$ cat src/rtl/inv_mix_columns_seq.sv
// Column-serial AES InvMixColumns engine with valid/ready handshakes.
// Transforms COLS_PER_CYCLE columns per clock; bypass passes the state through.
module inv_mix_columns_seq #(
    parameter int COLS_PER_CYCLE = 1
) (
    input  logic         clk,
    input  logic         rst_n,
    input  logic         in_valid,
    output logic         in_ready,
    input  logic [0:127] state_in,
    input  logic         in_bypass,
    output logic         out_valid,
    input  logic         out_ready,
    output logic [0:127] state_out
);

    if (!(COLS_PER_CYCLE == 1 || COLS_PER_CYCLE == 2 ||
          COLS_PER_CYCLE == 4)) begin : g_bad_cols
        $error("COLS_PER_CYCLE must be 1, 2 or 4");
    end

    localparam logic [1:0] S_IDLE = 2'd0;
    localparam logic [1:0] S_CALC = 2'd1;
    localparam logic [1:0] S_DONE = 2'd2;

    // With 4 columns per cycle the step wraps to 0 and the last start is 0.
    localparam logic [1:0] CNT_STEP = 2'(COLS_PER_CYCLE);
    localparam logic [1:0] CNT_LAST = 2'(4 - COLS_PER_CYCLE);

    function automatic logic [7:0] xt(input logic [7:0] b);
        return {b[6:0], 1'b0} ^ (b[7] ? 8'h1b : 8'h00);
    endfunction

    function automatic logic [7:0] m09(input logic [7:0] b);
        return xt(xt(xt(b))) ^ b;
    endfunction

    function automatic logic [7:0] m0b(input logic [7:0] b);
        return xt(xt(xt(b))) ^ xt(b) ^ b;
    endfunction

    function automatic logic [7:0] m0d(input logic [7:0] b);
        return xt(xt(xt(b))) ^ xt(xt(b)) ^ b;
    endfunction

    function automatic logic [7:0] m0e(input logic [7:0] b);
        return xt(xt(xt(b))) ^ xt(xt(b)) ^ xt(b);
    endfunction

    function automatic logic [31:0] inv_col(input logic [31:0] c);
        logic [7:0] a0, a1, a2, a3;
        a0 = c[31:24];
        a1 = c[23:16];
        a2 = c[15:8];
        a3 = c[7:0];
        return {m0e(a0) ^ m0b(a1) ^ m0d(a2) ^ m09(a3),
                m09(a0) ^ m0e(a1) ^ m0b(a2) ^ m0d(a3),
                m0d(a0) ^ m09(a1) ^ m0e(a2) ^ m0b(a3),
                m0b(a0) ^ m0d(a1) ^ m09(a2) ^ m0e(a3)};
    endfunction

    logic [1:0]   fsm_q, fsm_d;
    logic [1:0]   cnt_q, cnt_d;
    logic [0:127] state_q, state_d;
    logic         byp_q, byp_d;
    logic [0:127] out_q, out_d;
    logic [0:127] work;

    always_comb begin
        work = state_q;
        for (int j = 0; j < 4; j++) begin
            if (j >= int'(cnt_q) &&
                j < int'(cnt_q) + COLS_PER_CYCLE && !byp_q) begin
                work[j*32 +: 32] = inv_col(state_q[j*32 +: 32]);
            end
        end
    end

    always_comb begin
        fsm_d   = fsm_q;
        cnt_d   = cnt_q;
        state_d = state_q;
        byp_d   = byp_q;
        out_d   = out_q;
        unique case (fsm_q)
            S_IDLE: begin
                if (in_valid) begin
                    state_d = state_in;
                    byp_d   = in_bypass;
                    cnt_d   = '0;
                    fsm_d   = S_CALC;
                end
            end
            S_CALC: begin
                state_d = work;
                cnt_d   = cnt_q + CNT_STEP;
                if (cnt_q == CNT_LAST) begin
                    out_d = work;
                    fsm_d = S_DONE;
                end
            end
            S_DONE: begin
                if (out_ready) begin
                    fsm_d = S_IDLE;
                end
            end
            default: fsm_d = S_IDLE;
        endcase
    end

    always_ff @(posedge clk or negedge rst_n) begin
        if (!rst_n) begin
            fsm_q   <= S_IDLE;
            cnt_q   <= '0;
            state_q <= '0;
            byp_q   <= 1'b0;
            out_q   <= '0;
        end else begin
            fsm_q   <= fsm_d;
            cnt_q   <= cnt_d;
            state_q <= state_d;
            byp_q   <= byp_d;
            out_q   <= out_d;
        end
    end

    assign in_ready  = (fsm_q == S_IDLE);
    assign out_valid = (fsm_q == S_DONE);
    assign state_out = out_q;

endmodule

$ cat config.mk
export PLATFORM = sky130hd
export DESIGN_NAME = inv_mix_columns_seq
export DESIGN_NICKNAME = d
export VERILOG_FILES = /design/src/rtl/inv_mix_columns_seq.sv
export SDC_FILE = /design/constraint.sdc
export NUM_CORES = 1
export LEC_CHECK = 0
export ABC_AREA = 1
export BUFFER_PORTS_ARGS = -buffer_cell sky130_fd_sc_hd__buf_2
export CORE_ASPECT_RATIO = 1.4
export CORE_MARGIN = 2
export CORE_UTILIZATION = 62
export DETAILED_ROUTE_END_ITERATION = 6
export PLACE_DENSITY = 0.9
export SYNTH_ARGS = -nofsm -noshare
export SYNTH_HDL_FRONTEND = slang
export SYNTH_SLANG_ARGS = --single-unit
$ cat constraint.sdc
create_clock -name clk -period 2.4 [get_ports clk]
set_input_delay 0.6 -clock clk [delete_from_list [all_inputs] [get_ports clk]]
set_output_delay 0.6 -clock clk [all_outputs]
set_load 0.02 [all_outputs]
; ---- Word level (Yosys, flattened, before mapping)
; Cells that the tools add are included.
[totals]
register_bits = 261
input_bits = 133
out_inout_bits = 130
word_cells = 286
[classes]
n_addsub = 2
order_cmp = 7
eq_ne = 6
mux = 60
n_bitwise = 192
reduce_logical = 14
[op_table]
columns = op, n
row1 = $xor 8x8->8, 158
row2 = $xor 8x5->8, 34
row3 = $pmux 128 s2, 1
row4 = $mux 5, 48
row5 = $mux 128, 1
row6 = $mux 32, 4
row7 = $lt 1x32->1 const A, 1
row8 = $lt 2x32->1 const A, 1
row9 = $lt 3x32->1 const A, 1
row10 = $mux 2, 4
row11 = $logic_and 1x1->1, 7
row12 = $pmux 2 s3, 1
row13 = $reduce_and 2->1, 3
row14 = $eq 2x2->1 const B, 2
row15 = $ge 1x2->1 const A, 2
row16 = $ne 2x2->1 const B, 2
row17 = $pmux 2 s2, 1
row18 = $add 2x1->3 const B, 1
row19 = $lt 2x3->1 const A, 1
row20 = $reduce_and 3->1, 1
row21 = $add 2x1->2 const B, 1
row22 = $eq 2x1->1 const B, 1
row23 = $ge 2x2->1 const A, 1
row24 = $logic_not 2->1, 1
row25 = other kinds (3), 3

; ---- Logic depth before layout (Yosys ltp)
[logic_depth]
ltp_word = 13
mapped_depth = 18
depth_no_buf = 17

; ---- Worst setup path before layout
; OpenSTA, ideal clock, no wires.
[synth_path]
path_type = register to register
start = register fsm_q[0]
end = register byp_q
setup_time_ns = 0.133
arrival_time_ns = 1.793
required_time_ns = 2.267
setup_slack_ns = 0.474
path_stages_with_launch = 8
path_buffers = 3
synth_period_minus_slack_ns = 1.926
path_cell_list = dfrtp_1 -> nor2_1 -> nand2_1 -> inv_1 -> clkbuf_1 -> clkbuf_1 -> clkbuf_1 -> o21ai_0
[synth_between]
elab_chain_len = 2
[synth_lines]
columns = element, line_no
row1 = start: declaration, 62  ; logic [1:0] fsm_q, fsm_d;
row2 = start signal: assignment, 119  ; fsm_q <= fsm_d;
row3 = $logic_not 2->1, -
row4 = via in_ready, 9  ; output logic in_ready,
row5 = $reduce_and 2->1 (no line), -
row6 = end signal: assignment, 122  ; byp_q <= byp_d;
row7 = end: declaration, 65  ; logic byp_q, byp_d;
; The timed path passes the listed nets, and every way through them passes these cells.
; A chain may end at the register's enable or synchronous reset.

; ---- Final worst setup path
[layout_path]
start = register state_q[117] in the netlist's numbering
end = register out_q, in the netlist state_out[98]
[layout_between]
elab_chain_len = 8
[layout_lines]
columns = element, line_no
row1 = start: declaration, 64  ; logic [0:127] state_q, state_d;
row2 = start signal: assignment, 121  ; state_q <= state_d;
row3 = $xor 8x8->8 (2 in series), 31  ; return {b[6:0], 1'b0} ^ (b[7] ? 8'h1b : 8'h00);
row4 = $xor 8x5->8, 31
row5 = $xor 8x8->8 (2 in series), 43  ; return xt(xt(xt(b))) ^ xt(xt(b)) ^ b;
row6 = $xor 8x8->8 (2 in series), 56  ; return {m0e(a0) ^ m0b(a1) ^ m0d(a2) ^ m09(a3),
row7 = $mux 32, 72  ; if (j >= int'(cnt_q) &&
row8 = end signal: assignment, 123  ; out_q <= out_d;
row9 = end: declaration, 66  ; logic [0:127] out_q, out_d;
; Every way passes these cells.

==> reports/summary.txt <==
largest family of logic cells by synthesized area: simple AND/OR/NAND/NOR gates
Yosys warnings: 0
vias in the first global route: 25725
Root Driver: clkbuf_16
initial antenna violation count: 3
Routability Congestion: 1.06
Data required, critical path: 2.87 ns
minimum clock period: 2.29 ns
synth cell count leaders: nand2_1, xor2_1, nand3_1
core area: 41300 um^2
Cell Area, Synth: 26000 um^2
port bufs: 262
Worst Hold Class: in2reg
Synth Flop Type: dfrtp_1
outcome: finished, violations left
die span in y: 246 um
Netlist cell types: 40
DRC errors left: 1
share of layout cells above drive strength 1: 14.6%
pin count of the biggest net entering global routing: 82
DR vias: 27369
Maximum Capacitance Violations: 0
Mapped Cells: 4084
Num CTS Buffers: 28
count leader, synth: nand2_1
Setup Buffers After CTS: 0
Startpoint Class: register
clk slew on worst S/H paths: 0.07 ns
Cell Chain, Critical Path: inv_1 > nand2_1 > nand2_2 > xor2_1 > nand3_1 > nand2_1 > nand3_1 > nand3b_1 > nand3_1 > nand3_1 > nand2_1
GRT overflow: 0
initial DRC count: 2403
Seq/Total Area, Yosys: 25.1%
Slew HR: 45.8%
CTS tree: built
clock latency on the worst-skew pair: 0.58 ns
CTS H-tree lvls: 1
fill cell count: 3500
Final period util: 95.5%
Crit Path Max Fanout: 5
wire length per cell: 18.6 um
routed wire length: 92.1 mm
deepest clock path buffer count: 3
multi-input logic area: 17200 um^2
Post-Place Setup Slack: 0.0185 ns
flop and latch count out of synthesis: 261
Synth Area in Compound Gates: 4.31%
Worst Skew: 0.0116 ns
Worst setup EP type: register
Mapped Nets: 4221
ys async rst share: 100%
final worst slack: 0.109 ns
Die Area: 43600 um^2
post-synthesis xor/xnor area fraction: 24.1%
Critical-path top delay cell: dfrtp_1
CP max stage delay: 0.46 ns
global-route wire length before repair: 142 mm
Least-Margin Pin Slew: 0.813 ns
Hold WS: 0.184 ns
Worst Path Buf+Inv: 1
Net count, final: 4513
Pre-antenna DRT Iters: 7
Crit Path Category: reg2reg
CP delay by family, top: simple AND/OR/NAND/NOR gates
area growth from synthesis to layout: 15.0%
final setup vio count: 0
Synth area leaders: nand2_1, dfrtp_1, xor2_1
post-synthesis mux area share: 0%
Yosys top cell area share: 26.0%
vias per cell: 5.54
Final Hold Fails: 0
Util after Layout: 72.3%
number of synthesized flops with an enable pin: 0
failing checks: DRC
clk sinks: 261
adder and majority cell fraction of the synthesized area: 0.193%
CP arrival: 2.76 ns
most area-hungry cell type in the Yosys netlist: nand2_1
register area: 6540 um^2
syn_area_per_cell: 6.36 um^2
detailed placement HPWL: 70.8 mm
Slew Viols, Final: 0
antenna viol nets, final: 0
Synth Area in Simple Gates: 37.1%
cell repeated most along the worst path: nand3_1
GRT Total Usage: 41.8%
row count: 88
Top Ports: 263
starting density of the core: 62.9%
die span in x: 177 um
f_max: 436 MHz
[layout make-up]
cell class | count | area share (%)
well taps | 540 | 2.26
flip-flops and latches | 261 | 21.9
diodes | 3 | 0.0251
multi-input cells | 3244 | 57.5
repair buffers | 445 | 9.70
clock buffers | 32 | 2.53
clock inverters | 20 | 1.09
inverters | 396 | 5.03
[stage by stage]
stage,setup TNS [ns],std cells,cell area [um^2]
after CTS,0,4938,29800
final,0,4941,29900
after floorplan,0,4084,26000
after global placement,0,4885,28700
after detailed placement,0,4885,28700
after global routing,-0.00662,4941,29900
[per-layer routing]
| layer | vias to the layer above | GRT usage, % | wire [um] |
|---|---|---|---|
| li1 | 13022 | - | - |
| met1 | 12588 | 49.9 | 34600 |
| met2 | 1392 | 70.3 | 43800 |
| met3 | 367 | 6.40 | 7220 |
| met4 | 0 | 26.1 | 6530 |
| met5 | - | 0 | 0 |
[path summary, 6_finish.rpt]
| path | start | end | slack, ns | cells past startpoint |
|---|---|---|---|---|
| setup / recovery | state_q[117]$_DFFE_PN0P_ | state_out[98]$_DFFE_PN0P_ | 0.11 | 11 |
| hold / removal | out_ready | fsm_q[1]$_DFFE_PN0P_ | 0.18 | 2 |
| setup reg to reg | state_q[117]$_DFFE_PN0P_ | state_out[98]$_DFFE_PN0P_ | 0.11 | 11 |
| hold reg to reg | state_out[91]$_DFFE_PN0P_ | state_out[91]$_DFFE_PN0P_ | 0.47 | 2 |
| max in group asynchronous | rst_n | state_q[24]$_DFFE_PN0P_ | 1.27 | 3 |
| min in group asynchronous | rst_n | state_q[91]$_DFFE_PN0P_ | 0.47 | 2 |
[placed cells by master, fill, tap and decap left out, drive strengths merged]
| cell type | Yosys | routed |
|---|---|---|
| o21ai | 157 | 157 |
| dlygate4sd3 | 0 | 1 |
| inv | 390 | 395 |
| clkinv | 6 | 12 |
| nand2 | 1841 | 1841 |
| xnor2 | 210 | 210 |
| a21boi | 1 | 1 |
| or2 | 15 | 15 |
| nand3 | 417 | 417 |
| bufinv | 0 | 8 |
| o31ai | 1 | 1 |
| clkinvlp | 0 | 1 |
| dfrtp | 261 | 261 |
| o21bai | 21 | 21 |
| nand2b | 3 | 3 |
| xor2 | 470 | 470 |
| ha | 4 | 4 |
| a21oi | 4 | 4 |
| nor2 | 52 | 52 |
| buf | 100 | 444 |
| a21o | 3 | 3 |
| clkbuf | 83 | 32 |
| nand3b | 24 | 24 |
| o211ai | 10 | 10 |
| diode | 0 | 3 |
| nand4 | 5 | 5 |
| o21a | 5 | 5 |
| o22ai | 1 | 1 |
[timing repair]
action	in CTS	in global routing
hold buffers	1	0
hold endpoints to repair	25	0
gates resized for setup	0	17
setup endpoints to repair	0	34
[state kept, by name (all words and copies together) (netlist names)]
name / count
state_q: 128
state_out: 128
byp_q: 1
cnt_q: 2
fsm_q: 2
[cells by family (layout without fill, tap and decap cells)]
logic type | Yosys count | in the layout
simple gates | 2357 | 2357
xor+xnor | 680 | 680
buf+inv | 579 | 893
flops | 261 | 261
compound gates | 203 | 203
fa+ha+maj | 4 | 4
other cells | 0 | 3
Power is not shown: default switching activity piles up to over one toggle a cycle in this logic, so the estimate is an artifact.
